===== config.mk =====
export PLATFORM = sky130hd
export DESIGN_NAME = bs_step_sequencer_flat
export DESIGN_NICKNAME = d
export VERILOG_FILES = /design/src/rtl/bs_step_sequencer_if.sv /design/src/rtl/bs_step_sequencer.sv /design/src/flat_wrapper.sv
export SDC_FILE = /design/constraint.sdc
export NUM_CORES = 1
export LEC_CHECK = 0
export CORE_ASPECT_RATIO = 0.9
export CORE_MARGIN = 3
export CORE_UTILIZATION = 47
export DETAILED_ROUTE_END_ITERATION = 6
export PLACE_DENSITY = 0.81
export SLEW_MARGIN = 20
export SYNTH_ARGS = -nofsm -noshare
export SYNTH_HDL_FRONTEND = slang
export SYNTH_SLANG_ARGS = --single-unit

===== constraint.sdc =====
create_clock -name clk -period 2.06 [get_ports clk]
set_clock_uncertainty 0.15 [all_clocks]
set_input_delay 0.309 -clock clk [delete_from_list [all_inputs] [get_ports clk]]
set_output_delay 0.309 -clock clk [all_outputs]
set_load 0.03 [all_outputs]

===== src/rtl/bs_step_sequencer_if.sv =====
// -----------------------------------------------------------------------------
// bs_step_sequencer_if
// Purpose : groups the run-control handshake and the step/strobe outputs of
//           the bit-serial step sequencer into a single bundle.
// Signals :
//   start      request a run (honoured only while busy=0)
//   cfg_inner  last inner index, latched on an accepted start
//   cfg_outer  last outer index, latched on an accepted start
//   cfg_cont   continuous mode, latched on an accepted start
//   stop       clears the latched continuous flag
//   en         advance enable (0 holds all counters)
//   busy       high while a run is in progress
//   inner_idx  current inner bit-step
//   outer_idx  current outer pass
//   first      busy && inner_idx==0
//   last       busy && inner_idx==latched inner max
//   done       one-cycle pulse after the final step of a one-shot run
// Modports: master drives the controls; slave is the sequencer itself.
// -----------------------------------------------------------------------------
interface bs_step_sequencer_if #(
    parameter int IN_W  = 4,
    parameter int OUT_W = 4
);
    logic             start;
    logic [IN_W-1:0]  cfg_inner;
    logic [OUT_W-1:0] cfg_outer;
    logic             cfg_cont;
    logic             stop;
    logic             en;
    logic             busy;
    logic [IN_W-1:0]  inner_idx;
    logic [OUT_W-1:0] outer_idx;
    logic             first;
    logic             last;
    logic             done;

    modport master (
        output start, cfg_inner, cfg_outer, cfg_cont, stop, en,
        input  busy, inner_idx, outer_idx, first, last, done
    );

    modport slave (
        input  start, cfg_inner, cfg_outer, cfg_cont, stop, en,
        output busy, inner_idx, outer_idx, first, last, done
    );
endinterface


===== src/rtl/bs_step_sequencer.sv =====
// -----------------------------------------------------------------------------
// bs_step_sequencer
// Purpose : two-level step sequencer for bit-serial datapaths. The inner
//           counter walks 0..cfg_inner; the outer counter repeats that walk
//           cfg_outer+1 times. Runs one-shot (ends with a done pulse) or
//           continuous (outer wraps until stop clears the continuous flag).
// Ports   :
//   clk  in  clock, all state updates on the rising edge
//   rst  in  synchronous reset, active-high; aborts a run without done
//   bus  slave modport of bs_step_sequencer_if (controls in, steps/strobes out)
// -----------------------------------------------------------------------------
module bs_step_sequencer #(
    parameter int IN_W  = 4,
    parameter int OUT_W = 4
) (
    input  logic                 clk,
    input  logic                 rst,
    bs_step_sequencer_if.slave   bus
);

    typedef enum logic [0:0] {
        ST_IDLE = 1'b0,
        ST_RUN  = 1'b1
    } state_t;

    state_t           state_r;
    state_t           state_s;
    logic [IN_W-1:0]  inner_r;
    logic [IN_W-1:0]  inner_s;
    logic [IN_W-1:0]  inner_max_r;
    logic [IN_W-1:0]  inner_max_s;
    logic [OUT_W-1:0] outer_r;
    logic [OUT_W-1:0] outer_s;
    logic [OUT_W-1:0] outer_max_r;
    logic [OUT_W-1:0] outer_max_s;
    logic             cont_r;
    logic             cont_s;
    logic             done_r;
    logic             done_s;
    logic             inner_at_max_s;
    logic             outer_at_max_s;
    logic             busy_s;

    // End-of-walk detectors against the latched limits.
    assign inner_at_max_s = (inner_r == inner_max_r);
    assign outer_at_max_s = (outer_r == outer_max_r);
    assign busy_s         = (state_r == ST_RUN);

    // State and datapath registers with synchronous reset.
    always_ff @(posedge clk) begin
        if (rst) begin
            state_r     <= ST_IDLE;
            inner_r     <= {IN_W{1'b0}};
            outer_r     <= {OUT_W{1'b0}};
            inner_max_r <= {IN_W{1'b0}};
            outer_max_r <= {OUT_W{1'b0}};
            cont_r      <= 1'b0;
            done_r      <= 1'b0;
        end else begin
            state_r     <= state_s;
            inner_r     <= inner_s;
            outer_r     <= outer_s;
            inner_max_r <= inner_max_s;
            outer_max_r <= outer_max_s;
            cont_r      <= cont_s;
            done_r      <= done_s;
        end
    end

    // Next-state, counter advance, config latch and done generation.
    always_comb begin
        state_s     = state_r;
        inner_s     = inner_r;
        outer_s     = outer_r;
        inner_max_s = inner_max_r;
        outer_max_s = outer_max_r;
        // stop clears the flag on the next edge; the wrap decision below
        // still uses cont_r, so a stop on the wrap step grants one more loop.
        cont_s      = bus.stop ? 1'b0 : cont_r;
        done_s      = 1'b0;

        case (state_r)
            ST_IDLE: begin
                if (bus.start) begin
                    state_s     = ST_RUN;
                    inner_s     = {IN_W{1'b0}};
                    outer_s     = {OUT_W{1'b0}};
                    inner_max_s = bus.cfg_inner;
                    outer_max_s = bus.cfg_outer;
                    // A start accepted together with stop takes cfg_cont.
                    cont_s      = bus.cfg_cont;
                end else begin
                    state_s = ST_IDLE;
                end
            end

            ST_RUN: begin
                if (!bus.en) begin
                    state_s = ST_RUN;
                end else if (!inner_at_max_s) begin
                    inner_s = inner_r + IN_W'(1);
                end else begin
                    inner_s = {IN_W{1'b0}};
                    if (!outer_at_max_s) begin
                        outer_s = outer_r + OUT_W'(1);
                    end else if (cont_r) begin
                        outer_s = {OUT_W{1'b0}};
                    end else begin
                        outer_s = {OUT_W{1'b0}};
                        state_s = ST_IDLE;
                        done_s  = 1'b1;
                    end
                end
            end

            default: begin
                state_s = ST_IDLE;
                inner_s = {IN_W{1'b0}};
                outer_s = {OUT_W{1'b0}};
            end
        endcase
    end

    // Strobes are decoded from registered state only.
    assign bus.busy      = busy_s;
    assign bus.inner_idx = inner_r;
    assign bus.outer_idx = outer_r;
    assign bus.first     = busy_s && (inner_r == {IN_W{1'b0}});
    assign bus.last      = busy_s && inner_at_max_s;
    assign bus.done      = done_r;

endmodule


===== src/flat_wrapper.sv =====
// flat-port wrapper written by rule: the top's interface ports become plain ports
module bs_step_sequencer_flat 
#(
    parameter int IN_W  = 4,
    parameter int OUT_W = 4
)
  (clk, rst, bus_start, bus_cfg_inner, bus_cfg_outer, bus_cfg_cont, bus_stop, bus_en, bus_busy, bus_inner_idx, bus_outer_idx, bus_first, bus_last, bus_done);
  bs_step_sequencer_if #(.IN_W(IN_W), .OUT_W(OUT_W)) bus_i ();
  input  logic clk;
  input  logic rst;
  input wire logic [$bits(bus_i.start)-1:0] bus_start;
  input wire logic [$bits(bus_i.cfg_inner)-1:0] bus_cfg_inner;
  input wire logic [$bits(bus_i.cfg_outer)-1:0] bus_cfg_outer;
  input wire logic [$bits(bus_i.cfg_cont)-1:0] bus_cfg_cont;
  input wire logic [$bits(bus_i.stop)-1:0] bus_stop;
  input wire logic [$bits(bus_i.en)-1:0] bus_en;
  output wire logic [$bits(bus_i.busy)-1:0] bus_busy;
  output wire logic [$bits(bus_i.inner_idx)-1:0] bus_inner_idx;
  output wire logic [$bits(bus_i.outer_idx)-1:0] bus_outer_idx;
  output wire logic [$bits(bus_i.first)-1:0] bus_first;
  output wire logic [$bits(bus_i.last)-1:0] bus_last;
  output wire logic [$bits(bus_i.done)-1:0] bus_done;
  assign bus_i.start = bus_start;
  assign bus_i.cfg_inner = bus_cfg_inner;
  assign bus_i.cfg_outer = bus_cfg_outer;
  assign bus_i.cfg_cont = bus_cfg_cont;
  assign bus_i.stop = bus_stop;
  assign bus_i.en = bus_en;
  assign bus_busy = bus_i.busy;
  assign bus_inner_idx = bus_i.inner_idx;
  assign bus_outer_idx = bus_i.outer_idx;
  assign bus_first = bus_i.first;
  assign bus_last = bus_i.last;
  assign bus_done = bus_i.done;
  bs_step_sequencer #(.IN_W(IN_W), .OUT_W(OUT_W)) u_core (.clk(clk), .rst(rst), .bus(bus_i));
endmodule

======== Word level (Yosys, flattened, before mapping) ========
Index checks and enable logic that the tools add are counted.
storage, ports and cells
  flip-flop bits (word level) ............. 19
  latch bits .............................. 0
  RAM bits ................................ 0
  memory bits (read-only) ................. 0
  bits of input ports ..................... 14
  output and inout bits ................... 12
  logic and storage cells ................. 43
  memories kept ........................... 0
cells by class
  add/sub/neg operators ................... 2
  multipliers ............................. 0
  div/mod/pow operators ................... 0
  order comparisons ....................... 0
  eq/ne operators ......................... 5
  shift operators ......................... 0
  multiplexer cells ....................... 18
  bitwise logic cells ..................... 4
  reduce and logical (&&, ||, !) cells .... 7
operators by type and width
  cell                                         number
  2-to-1 mux 4 bit                             6
  one-hot mux 4 bit (2 select lines)           2
  2-to-1 mux 1 bit                             9
  adder 4 x 1 -> 4 bit, second input constant  2
  equality test 4 bit                          2
  != test 2 bit, second input constant         3
  OR reduction 5 bit                           1
  logical NOT 4 bit                            1
  inverter 1 bit                               4
  AND reduction 2 bit                          2
  AND reduction 3 bit                          1
  logical AND 1 bit                            2
  one-hot mux 1 bit (2 select lines)           1

======== Logic depth before layout (Yosys ltp) ========
Gate-level depths: netlist of run 1.
  depth after elaboration ................. 5
  gate-level depth with buffers ........... 5
  depth with buffers taken out ............ 4

======== Worst setup path after synthesis of run 1 ========
No wires, ideal clock.
  path kind ............................... reg2out
  from .................................... reg u_core.inner_r[0] (netlist: u_core.bus.inner_idx[0])
  to ...................................... out bus_first
  arrival time ............................ 1.406 ns
  data required time ...................... 1.601 ns
  setup slack ............................. 0.195 ns
  cell stages (with the launch flop) ...... 5
  buffers on the path ..................... 0
  cells stage by stage .................... dfxtp_1 inv_1 ha_1 nand2_1 nor3_1
between the ends
  cells in the longest elaborated chain, start to end .. 2
ends and longest elaborated chain
  item                      line                      source
  start: declaration        bs_step_sequencer.sv:28   logic [IN_W-1:0] inner_r;
  start signal: assignment  bs_step_sequencer.sv:53   inner_r <= {IN_W{1'b0}};
  start signal: assignment  bs_step_sequencer.sv:61   inner_r <= inner_s;
  logical NOT 4 bit         bs_step_sequencer.sv:128  assign bus.first = busy_s && (inner_r == {IN_W{1'b0}});
  logical AND 1 bit         bs_step_sequencer.sv:128
  end: declaration          flat_wrapper.sv:20        output wire logic [$bits(bus_i.first)-1:0] bus_first;
Every way passes these cells.

======== Worst setup path after layout of run 1 ========
  from .................................... reg u_core.inner_r[1] (netlist: u_core.bus.inner_idx[1])
  to ...................................... out bus_last
between the ends
  cells in the longest elaborated chain, start to end .. 2
ends and longest elaborated chain
  item                 line                      source
  equality test 4 bit  bs_step_sequencer.sv:45   assign inner_at_max_s = (inner_r == inner_max_r);
  logical AND 1 bit    bs_step_sequencer.sv:129  assign bus.last = busy_s && inner_at_max_s;
  end: declaration     flat_wrapper.sv:21        output wire logic [$bits(bus_i.last)-1:0] bus_last;
Every way passes these cells.

==> impl_results.md, run 1 <==
* Run status: finished clean
* Die width at 54.8 microns
* Arrival @ worst endpoint at 1530 ps
* Height of the chip at 49.9 microns
* Final setup viols at 0
* H-tree levels at 1
* Number of hold-repair buffers added at the cts stage at 0
* Tightest hold margin at 322 ps
* Commonest non-fill, non-tap cell in the layout: sky130_fd_sc_hd__clkdlybuf4s50_1
* Slack of the worst reg-to-reg path at 330 ps
* Pin slew with the least headroom to its limit at 327 ps
* Largest vdd supply drop at 425 uV
* Fin. Hold Viols at 0
* Commonest cells after routing, fill and taps aside: sky130_fd_sc_hd__clkdlybuf4s50_1, sky130_fd_sc_hd__nand2_1, sky130_fd_sc_hd__dfxtp_1
* Last weighted congestion value of the routability-driven placer at 0.824
* Cell with the largest stage delay on the worst path: sky130_fd_sc_hd__dfxtp_1
* Grt met1 use at 22.4%
* Mean area per synthesized cell at 8.91 sq um
* Startpoint class of the critical path: flop
* Relative area change from synthesis to final layout at 34.8%
* Detailed-route vias per instance at 5.39
* Clk sinks at 19
* Final WS setup at 71.6 ps
* Final cycle utilization of the critical path at 96.5%
* First-pass GRT wire length at 3.85 mm
* Total via count after detailed routing at 911
* Via count of the first global-routing pass at 854
* Required arrival time at the worst endpoint at 1600 ps
* Met2 track utilization from global routing at 31.7%
* Leakage power figure at 0.507 nW
* Part of the total power dissipated in sequential elements at 51.2%
* Post-synthesis sequential area ratio at 37.8%
* Cell Rows at 15
* Share of final-layout standard cells stronger than drive strength 1 at 18.8%
* Detail-routed net length per standard cell at 13.7 microns
* Placed wire-length estimate after detailed placement at 1.73 mm
* Global-route met3 utilization at 7.25%
* Initial antenna violation count at 0
* Synthesized-area fraction occupied by ao, oa, aoi and oai cells at 15.2%
* Maximum fanout along the worst path at 4
* Worst path cell trace: buf_4 -> xnor2_4 -> and4_4 -> and2_2 -> buf_4
* Remaining antenna violation count at 0
* Number of optimization iterations in the first detailed-route pass at 4
* Hold/Removal Path Class: flop to flop
* Minimum period implied by the final worst setup slack at 1990 ps
* Startpoint-to-endpoint class of the critical path: flop to primary output
* Yosys warning count at 0
* Total negative slack at 0 ps
* Share of synthesized cell area in full adder, half adder and majority cells at 3.73%
* Largest buffer count on any clock path at 2
* Starting density of the core at 51.1%
* GRT busiest layer: met2
* Post-synthesis xor/xnor area fraction at 7.70%
* Maximum cell stage delay along the critical path at 330 ps
* Dominant combinational cell family by area after synthesis: simple AND/OR/NAND/NOR gates
* Relative contribution of the clock network to total power at 24.3%
* Multiplexer fraction of the synthesized cell area at 2.24%
* Net load switching power at 0.000226 W
* Area of the placeable core at 0.00197 sq mm
* Combined global-route utilization of all metal layers at 19.1%
* FF+latch count, synth at 19
* RSZ-0062 raised after global routing: false
* Post-layout net count at 162
* Highest achievable clock rate at 503 MHz
* Most used cell, CP: sky130_fd_sc_hd__buf_4
* Post-layout util at 68.9%
* DRC errors left at 0
* Floorplan die area at 0.00274 sq mm
* Number of max-cap violations at 0
* Internal cell power at 0.000544 W
* Total of buffers placed on input and output ports at 25
* Total power per unit cell area at 567 mW/mm^2
* Post-Route WL at 2.32 mm
* Final Slew Violations at 0
* Switching Share at 29.3%
* Largest net degree at the start of global routing at 12
* Final global-route overflow total at 0
* Post-Place Worst Slack at 164 ps
* Clock tree from TritonCTS: built
* Root buffer cell: sky130_fd_sc_hd__clkbuf_4
* Count of different cell masters after synthesis at 36
* Antenna diodes at 0
* CP endpoint kind: primary output
* Mapped Nets at 130
* Post-synthesis cell area at 0.00101 sq mm
* Worst slew slack as a fraction of its limit at 78.1%
* Non-filler instance count after layout at 169
* Logic gate share of total power at 24.6%
* Dpl cells at 164
* Clock transition at the registers of the reported paths at 100 ps
* Worst-Skew Late Latency at 300 ps
* TritonCTS Buffers at 3
* Synthesized instance count at 113
* Simple-gate area share of the yosys netlist at 28.2%
* Number of primary I/O pins at 26
* Iteration-0 DRC count of the detailed router at 17
synthesized netlist by cell type:
master | instances | area [sq um]
sky130_fd_sc_hd__clkbuf_8 | 1 | 13.8
sky130_fd_sc_hd__a211oi_4 | 1 | 20.0
sky130_fd_sc_hd__nor2_1 | 3 | 11.3
sky130_fd_sc_hd__nor4_2 | 2 | 25.0
sky130_fd_sc_hd__dfxtp_1 | 19 | 380
sky130_fd_sc_hd__inv_1 | 5 | 18.8
sky130_fd_sc_hd__nand2b_1 | 1 | 6.26
sky130_fd_sc_hd__nor2b_1 | 1 | 6.26
sky130_fd_sc_hd__nand3b_1 | 2 | 15.0
sky130_fd_sc_hd__a21oi_1 | 10 | 50.1
sky130_fd_sc_hd__a41oi_1 | 3 | 26.3
sky130_fd_sc_hd__o2111ai_1 | 1 | 8.76
sky130_fd_sc_hd__nand4_2 | 1 | 12.5
sky130_fd_sc_hd__buf_2 | 1 | 5.00
sky130_fd_sc_hd__and2_2 | 2 | 15.0
sky130_fd_sc_hd__nand2_1 | 19 | 71.3
sky130_fd_sc_hd__xnor2_2 | 1 | 16.3
sky130_fd_sc_hd__nand4_1 | 3 | 18.8
sky130_fd_sc_hd__clkbuf_4 | 1 | 7.51
sky130_fd_sc_hd__clkbuf_1 | 2 | 7.51
sky130_fd_sc_hd__a31oi_1 | 1 | 6.26
sky130_fd_sc_hd__and3_4 | 1 | 11.3
sky130_fd_sc_hd__and2_1 | 2 | 12.5
sky130_fd_sc_hd__a22o_1 | 1 | 8.76
sky130_fd_sc_hd__nor3_1 | 5 | 25.0
sky130_fd_sc_hd__nand3_1 | 5 | 25.0
sky130_fd_sc_hd__or2b_2 | 1 | 8.76
sky130_fd_sc_hd__a32o_1 | 1 | 10.0
sky130_fd_sc_hd__mux2_2 | 2 | 22.5
sky130_fd_sc_hd__o21ai_0 | 1 | 5.00
sky130_fd_sc_hd__and2b_2 | 1 | 8.76
sky130_fd_sc_hd__a41o_1 | 1 | 10.0
sky130_fd_sc_hd__ha_1 | 3 | 37.5
sky130_fd_sc_hd__a21o_1 | 1 | 7.51
sky130_fd_sc_hd__xnor2_1 | 7 | 61.3
sky130_fd_sc_hd__and4_4 | 1 | 11.3
metal layers:
layer / vias up / routed length [microns]
li1: 463 / -
met1: 413 / 1010
met2: 33 / 1150
met3: 2 / 151
met4: 0 / 15
met5: - / 0
power by group through the flow:
stage / logic (W) / registers (W) / clock network [W]
floorplan: 0.000106 / 0.000409 / 0
global placement: 0.000176 / 0.000400 / 0
detailed placement: 0.000179 / 0.000401 / 0
CTS: 0.000185 / 0.000393 / 0.000194
global route: 0.000203 / 0.000395 / 0.000210
finish: 0.000189 / 0.000393 / 0.000187
layout make-up:
class                      count  area (sq um)
fill                         155           613
multi-input combinational     84           601
sequential                    19           380
timing repair buffer          32           299
tap                           25          31.3
clock buffer                   3          22.5
inverter                       5          18.8
clock inverter                 1          5.00
worst paths after layout:
kind,depth (start not counted),to,start
setup / recovery,5,bus_last,u_core.bus.inner_idx[1]
hold / removal,2,u_core.outer_max_r[1],u_core.outer_max_r[1]
setup reg to reg,4,u_core.bus.inner_idx[3],u_core.bus.inner_idx[3]
hold reg to reg,2,u_core.outer_max_r[1],u_core.outer_max_r[1]
state kept, by name (all words and copies together) (netlist names):
name	flops
u_core.bus.busy	1
u_core.bus.done	1
u_core.bus.inner_idx	4
u_core.bus.outer_idx	4
u_core.cont_r	1
u_core.inner_max_r	4
u_core.outer_max_r	4
cell families after synthesis:
logic type	count (synthesis)
adders and majority gates	3
xor gates and xnor gates	8
muxes	2
buffers and inverters	10
DFF	19
and+or+nand+nor	50
AOI/OAI and AO/OA	21
stage by stage:
step | total power [W] | cell area (sq um)
2_1_floorplan | 0.000515 | 1010
6_report | 0.000769 | 1360
4_1_cts | 0.000771 | 1340
3_5_place_dp | 0.000580 | 1300
3_3_place_gp | 0.000575 | 1300
5_1_grt | 0.000809 | 1360
what timing repair did:
| item | 4_1_cts | 5_1_grt |
|---|---|---|
| endpoints found under the setup margin | 2 | 1 |
| setup buffers | 1 | 0 |
| resized for setup | 2 | 2 |
| pin swaps | 1 | 0 |
worst max-delay path: cells and delay by family, from the launching register on:
| kind | cells | cell delay [ps] |
|---|---|---|
| xor+xnor | 1 | 200 |
| buf+inv | 2 | 320 |
| flops | 1 | 330 |
| simple gates | 2 | 390 |
Power figures use the tool's default switching activity.
==> run 2: changes to the inputs <==
Settings changed: CTS_CLUSTER_SIZE set to 28, PLACE_DENSITY 0.81 to 0.87.
==> impl_results.md, run 2 (synthesis gave the netlist of run 1 again) <==
* Startpoint class of the critical path: flop (unchanged)
* First-pass GRT wire length at 4.26 mm (was 3.85 mm)
* Largest delay contributor family on the critical path: buffers and inverters (was simple AND/OR/NAND/NOR gates)
* Post-layout net count at 160 (was 162)
* Number of max-cap violations at 0 (unchanged)
* Initial antenna violation count at 0 (unchanged)
* Via count of the first global-routing pass at 894 (was 854)
* Area of the placeable core at 0.00197 sq mm (unchanged)
* Dpl cells at 162 (was 164)
* Final global-route overflow total at 0 (unchanged)
* Clock tree from TritonCTS: built (unchanged)
* TritonCTS Buffers at 3 (unchanged)
* Cell with the largest stage delay on the worst path: sky130_fd_sc_hd__dlygate4sd1_1 (was sky130_fd_sc_hd__dfxtp_1)
* Remaining antenna violation count at 0 (unchanged)
* Pin slew with the least headroom to its limit at 354 ps (was 327 ps)
* Share of final-layout standard cells stronger than drive strength 1 at 18.3% (was 18.8%)
* Maximum cell stage delay along the critical path at 410 ps (was 330 ps)
* Die width at 54.8 microns (unchanged)
* Worst-Skew Late Latency at 300 ps (about the same)
* Cell depth of the worst flop-to-flop path at 5 (was 4)
* Final cycle utilization of the critical path at 98.1% (was 96.5%)
* Worst path cell trace: inv_1 -> ha_1 -> nand2_1 -> nor3_1 -> dlygate4sd1_1 (was buf_4 -> xnor2_4 -> and4_4 -> and2_2 -> buf_4)
* Relative contribution of the clock network to total power at 24.6% (was 24.3%)
* Floorplan die area at 0.00274 sq mm (unchanged)
* Min-Delay Path Depth at 2 (unchanged)
* Total via count after detailed routing at 962 (was 911)
* Switching Share at 30.1% (was 29.3%)
* Crit. path cell count at 5 (unchanged)
* Detailed-route vias per instance at 5.76 (was 5.39)
* DRC errors left at 0 (unchanged)
* Fin. Hold Viols at 0 (unchanged)
* Root buffer cell: sky130_fd_sc_hd__clkbuf_4 (unchanged)
* Internal cell power at 0.000546 W (was 0.000544 W)
* CP endpoint kind: primary output (unchanged)
* Tightest hold margin at 327 ps (was 322 ps)
* Largest vdd supply drop at 396 uV (was 425 uV)
* Commonest cells after routing, fill and taps aside: sky130_fd_sc_hd__clkdlybuf4s50_1, sky130_fd_sc_hd__nand2_1, sky130_fd_sc_hd__dfxtp_1 (unchanged)
* Part of the total power dissipated in sequential elements at 50.7% (was 51.2%)
* Run status: finished clean (unchanged)
* Non-filler instance count after layout at 167 (was 169)
* Post-Route WL at 2.68 mm (was 2.32 mm)
* Worst slew slack as a fraction of its limit at 76.1% (was 78.1%)
* Number of optimization iterations in the first detailed-route pass at 5 (was 4)
* Area of all placed cells without fillers at 0.00135 sq mm (was 0.00136 sq mm)
* Antenna diodes at 0 (unchanged)
* Detail-routed net length per standard cell at 16.0 microns (was 13.7 microns)
* Cell Rows at 15 (unchanged)
* Final setup viols at 0 (unchanged)
* Total power per unit cell area at 578 mW/mm^2 (was 567 mW/mm^2)
* Number of hold-repair buffers added at the cts stage at 0 (unchanged)
* Net load switching power at 0.000235 W (was 0.000226 W)
* Hold/Removal Path Class: flop to flop (unchanged)
* Required arrival time at the worst endpoint at 1600 ps (about the same)
* Arrival @ worst endpoint at 1560 ps (was 1530 ps)
* Largest buffer count on any clock path at 2 (unchanged)
* Largest net degree at the start of global routing at 12 (unchanged)
* Leakage power figure at 0.496 nW (was 0.507 nW)
* Final Slew Violations at 0 (unchanged)
* Height of the chip at 49.9 microns (unchanged)
* Number of fillers in the final layout at 170 (was 155)
* Startpoint-to-endpoint class of the critical path: flop to primary output (unchanged)
* Placed wire-length estimate after detailed placement at 1.89 mm (was 1.73 mm)
* Number of primary I/O pins at 26 (unchanged)
* Post-detailed-placement cell area at 0.00128 sq mm (was 0.00130 sq mm)
* Minimum period implied by the final worst setup slack at 2020 ps (was 1990 ps)
* Maximum fanout along the worst path at 5 (was 4)
* Commonest non-fill, non-tap cell in the layout: sky130_fd_sc_hd__clkdlybuf4s50_1 (unchanged)
* H-tree levels at 1 (unchanged)
* Starting density of the core at 51.1% (unchanged)
* Logic gate share of total power at 24.6% (about the same)
* Last weighted congestion value of the routability-driven placer at 0.861 (was 0.824)
* Combined global-route utilization of all metal layers at 21.7% (was 19.1%)
* Power Total at 0.000781 W (was 0.000769 W)
* Total of buffers placed on input and output ports at 25 (unchanged)
* Count of buffering cells on the critical path with inverters included at 2 (unchanged)
* Clock transition at the registers of the reported paths at 110 ps (was 100 ps)
* Highest achievable clock rate at 495 MHz (was 503 MHz)
* Relative area change from synthesis to final layout at 34.0% (was 34.8%)
* Clk sinks at 19 (unchanged)
* Iteration-0 DRC count of the detailed router at 26 (was 17)
==> run 2: per-layer routing <==
| metal | vias up | routed length (microns) | track usage, % |
|---|---|---|---|
| met4 | 0 | 86 | 8.71 |
| met2 | 42 | 1330 | 36.4 |
| met1 | 451 | 1050 | 24.6 |
| li1 | 457 | - | - |
| met5 | - | 0 | 0 |
| met3 | 12 | 211 | 6.65 |
==> run 2: power by group through the flow <==
stage | logic, W | registers [W] | clock network [W]
final | 0.000192 | 0.000396 | 0.000192
after global routing | 0.000209 | 0.000399 | 0.000214
after CTS | 0.000183 | 0.000394 | 0.000193
after detailed placement | 0.000178 | 0.000403 | 0
after global placement | 0.000171 | 0.000402 | 0
after floorplan | 0.000106 | 0.000409 | 0
==> run 2: worst paths after layout <==
path                                              start                       to  slack [ps]
worst min register to register    u_core.outer_max_r[0]    u_core.outer_max_r[0]         330
worst max-delay path            u_core.bus.inner_idx[1]                bus_first          40
worst min-delay path              u_core.outer_max_r[0]    u_core.outer_max_r[0]         330
worst max register to register  u_core.bus.inner_idx[0]  u_core.bus.inner_idx[3]         320
==> run 2: what timing repair did <==
item	4_1_cts	5_1_grt
pin swaps	1	0
cloned	0	0
setup buffers	1	0
resized for setup	1	7
setup endpoints to repair	2	1
==> run 2: worst reg2reg max path, delay by kind of cell (launching register included) <==
kind / cells / cell delay [ps]
and+or+nand+nor: 1 / 260
muxes: 1 / 250
DFF: 1 / 340
buffers and inverters: 1 / 170
AOI/OAI and AO/OA: 1 / 290
xor gates and xnor gates: 1 / 180
==> run 2: area by class of cell <==
cell class / count / area, sq um / share of cell area (%)
inverter: 5 / 18.8 / 1.39
tap: 25 / 31.3 / 2.32
clock buffer: 4 / 26.3 / 1.95
multi-input combinational: 84 / 608 / 45.0
sequential: 19 / 382 / 28.3
timing repair buffer: 30 / 284 / 21.0
==> run 2: stage by stage <==
stage	worst slack (ps)	utilization [%]	TNS (ps)
5_1_grt	-9.09	68.5	-9.41
4_1_cts	34.7	66.7	0
6_report	39.2	68.5	0
3_5_place_dp	144	65.1	0
3_3_place_gp	181	65.1	0
2_1_floorplan	195	-	0
==> run 3: changes to the inputs <==
Settings changed: RECOVER_POWER set to 50.
==> impl_results.md, run 3 (synthesis gave the netlist of run 1 again) <==
* Final global-route overflow total at 0 (unchanged)
* Startpoint-to-endpoint class of the critical path: flop to primary output (unchanged)
* Cell with the largest stage delay on the worst path: sky130_fd_sc_hd__dlygate4sd1_1 (unchanged)
* CP endpoint kind: primary output (unchanged)
* Initial antenna violation count at 0 (unchanged)
* WHS Endpoint: u_core.outer_max_r[0] (unchanged)
* First-pass GRT wire length at 4.26 mm (unchanged)
* Detailed-route vias per instance at 5.71 (was 5.76)
* Maximum cell stage delay along the critical path at 410 ps (about the same)
* Final cycle utilization of the critical path at 97.8% (was 98.1%)
* Run status: finished clean (unchanged)
* Last weighted congestion value of the routability-driven placer at 0.861 (unchanged)
* Final setup viols at 0 (unchanged)
* Number of optimization iterations in the first detailed-route pass at 4 (was 5)
* Number of max-cap violations at 0 (unchanged)
* Floorplan die area at 0.00274 sq mm (unchanged)
* Largest net degree at the start of global routing at 12 (unchanged)
* Total via count after detailed routing at 953 (was 962)
* Min-Delay Path Depth at 2 (unchanged)
* Clk sinks at 19 (unchanged)
* Post-layout util at 67.7% (was 68.5%)
* Worst-Skew Late Latency at 300 ps (about the same)
* Area of the placeable core at 0.00197 sq mm (unchanged)
* Worst Hold Launch: u_core.outer_max_r[0] (unchanged)
* Highest achievable clock rate at 496 MHz (was 495 MHz)
* Top routing layer used: met4 (unchanged)
* Total power per unit cell area at 584 mW/mm^2 (was 578 mW/mm^2)
* Worst path cell trace: inv_1 -> ha_1 -> nand2_1 -> nor3_1 -> dlygate4sd1_1 (unchanged)
* Post-Route WL at 2.70 mm (was 2.68 mm)
* Starting density of the core at 51.1% (unchanged)
* Root buffer cell: sky130_fd_sc_hd__clkbuf_4 (unchanged)
* Die width at 54.8 microns (unchanged)
* Commonest cells after routing, fill and taps aside: sky130_fd_sc_hd__clkdlybuf4s50_1, sky130_fd_sc_hd__nand2_1, sky130_fd_sc_hd__dfxtp_1 (unchanged)
* Maximum fanout along the worst path at 5 (unchanged)
* Non-filler instance count after layout at 167 (unchanged)
* Antenna diodes at 0 (unchanged)
* Cell Rows at 15 (unchanged)
* Commonest non-fill, non-tap cell in the layout: sky130_fd_sc_hd__clkdlybuf4s50_1 (unchanged)
* Detail-routed net length per standard cell at 16.1 microns (was 16.0 microns)
* Via count of the first global-routing pass at 894 (unchanged)
* Cell depth of the worst flop-to-flop path at 5 (unchanged)
* Relative area change from synthesis to final layout at 32.5% (was 34.0%)
* Pin slew with the least headroom to its limit at 461 ps (was 354 ps)
* Slack of the worst reg-to-reg path at 180 ps (was 320 ps)
* Final Slew Violations at 0 (unchanged)
* R2r endpoint: u_core.bus.inner_idx[3] (unchanged)
* Number of hold-repair buffers added at the cts stage at 0 (unchanged)
* Leakage power figure at 0.494 nW (was 0.496 nW)
* Arrival @ worst endpoint at 1560 ps (about the same)
* Dpl cells at 162 (unchanged)
* Largest buffer count on any clock path at 2 (unchanged)
* Clock transition at the registers of the reported paths at 110 ps (about the same)
* Share of final-layout standard cells stronger than drive strength 1 at 16.2% (was 18.3%)
* Largest vdd supply drop at 392 uV (was 396 uV)
* Worst slew slack as a fraction of its limit at 69.2% (was 76.1%)
* Placed wire-length estimate after detailed placement at 1.89 mm (unchanged)
* Minimum period implied by the final worst setup slack at 2020 ps (about the same)
* Total of buffers placed on input and output ports at 25 (unchanged)
* DRC errors left at 0 (unchanged)
* TritonCTS Buffers at 3 (unchanged)
* Met2 Routed Length at 1.33 mm (about the same)
* H-tree levels at 1 (unchanged)
* Number of primary I/O pins at 26 (unchanged)
* Iteration-0 DRC count of the detailed router at 19 (was 26)
* Detailed-route wire length on metal 1 at 1.11 mm (was 1.05 mm)
* Clock tree from TritonCTS: built (unchanged)
* Combined global-route utilization of all metal layers at 21.7% (unchanged)
* Routed length on met3 at 168 microns (was 211 microns)
* Required arrival time at the worst endpoint at 1600 ps (about the same)
* Fin. Hold Viols at 0 (unchanged)
* Height of the chip at 49.9 microns (unchanged)
* Startpoint class of the critical path: flop (unchanged)
* Hold/Removal Path Class: flop to flop (unchanged)
* Post-layout net count at 160 (unchanged)
* Start of the worst register-to-register path: u_core.bus.inner_idx[0] (unchanged)
* Remaining antenna violation count at 0 (unchanged)
run 3: cell types whose count changed in the layout (fill, tap and decap cells not counted):
cell,delta
sky130_fd_sc_hd__buf_4,-1
sky130_fd_sc_hd__and3_4,-1
sky130_fd_sc_hd__clkbuf_1,+1
sky130_fd_sc_hd__nand4_1,+1
sky130_fd_sc_hd__and2b_2,-1
sky130_fd_sc_hd__and3_2,+1
sky130_fd_sc_hd__nand4_2,-1
sky130_fd_sc_hd__and2b_1,+1
run 3: per-stage QoR:
step                      power, W  setup TNS [ps]  instance area [sq um]  hold WS (ps)  worst slack (ps)
after floorplan           0.000515               0                   1010           293               195
after global placement    0.000573               0                   1280           309               181
after detailed placement  0.000581               0                   1280           314               144
after CTS                 0.000771               0                   1320           330              34.7
after global routing      0.000818           -9.09                   1340           342             -9.09
final                     0.000779               0                   1340           327              44.8
run 3: worst max-delay path by stage:
| stage | to | startpoint | cells after the start | slack [ps] |
|---|---|---|---|---|
| after floorplan | bus_first | u_core.bus.inner_idx[0] | 4 | 190 |
| after global placement | bus_first | u_core.bus.inner_idx[1] | 5 | 180 |
| after detailed placement | bus_first | u_core.bus.inner_idx[1] | 5 | 140 |
| after CTS | bus_last | u_core.bus.inner_idx[0] | 5 | 30 |
| after global routing | bus_first | u_core.bus.inner_idx[1] | 5 | -9 |
| final | bus_first | u_core.bus.inner_idx[1] | 5 | 40 |
run 3: what timing repair did:
item                       4_1_cts  5_1_grt
buffers inserted                 1        0
pin swaps                        1        0
resized for setup                1        7
setup endpoints to repair        2        1
run 3: final cells by class:
type | instances | area [sq um]
well taps | 25 | 31.3
flip-flops and latches | 19 | 382
multi-input cells | 84 | 597
repair buffers | 30 | 280
clock buffers | 4 | 26.3
fillers | 176 | 636
inverters | 5 | 18.8
run 3: routing by layer:
metal	global-route usage [%]	up-vias
met2	36.4	38
met4	8.71	0
met3	6.65	10
met1	24.6	447
li1	-	458
met5	0	-
run 3: power breakdown:
part | internal (W) | switching (W) | total, W
clock network | 0.0000755 | 0.000118 | 0.000194
logic | 0.0000856 | 0.000103 | 0.000189
registers | 0.000382 | 0.0000148 | 0.000396
total | 0.000543 | 0.000236 | 0.000779
run 3: worst max-delay path: cells and delay by family (launching register included):
| family | cells | cell delay, ps |
|---|---|---|
| buffers and inverters | 2 | 530 |
| flip-flops | 1 | 390 |
| AND/OR/NAND/NOR | 2 | 180 |
| adder cells (fa/ha/maj) | 1 | 150 |
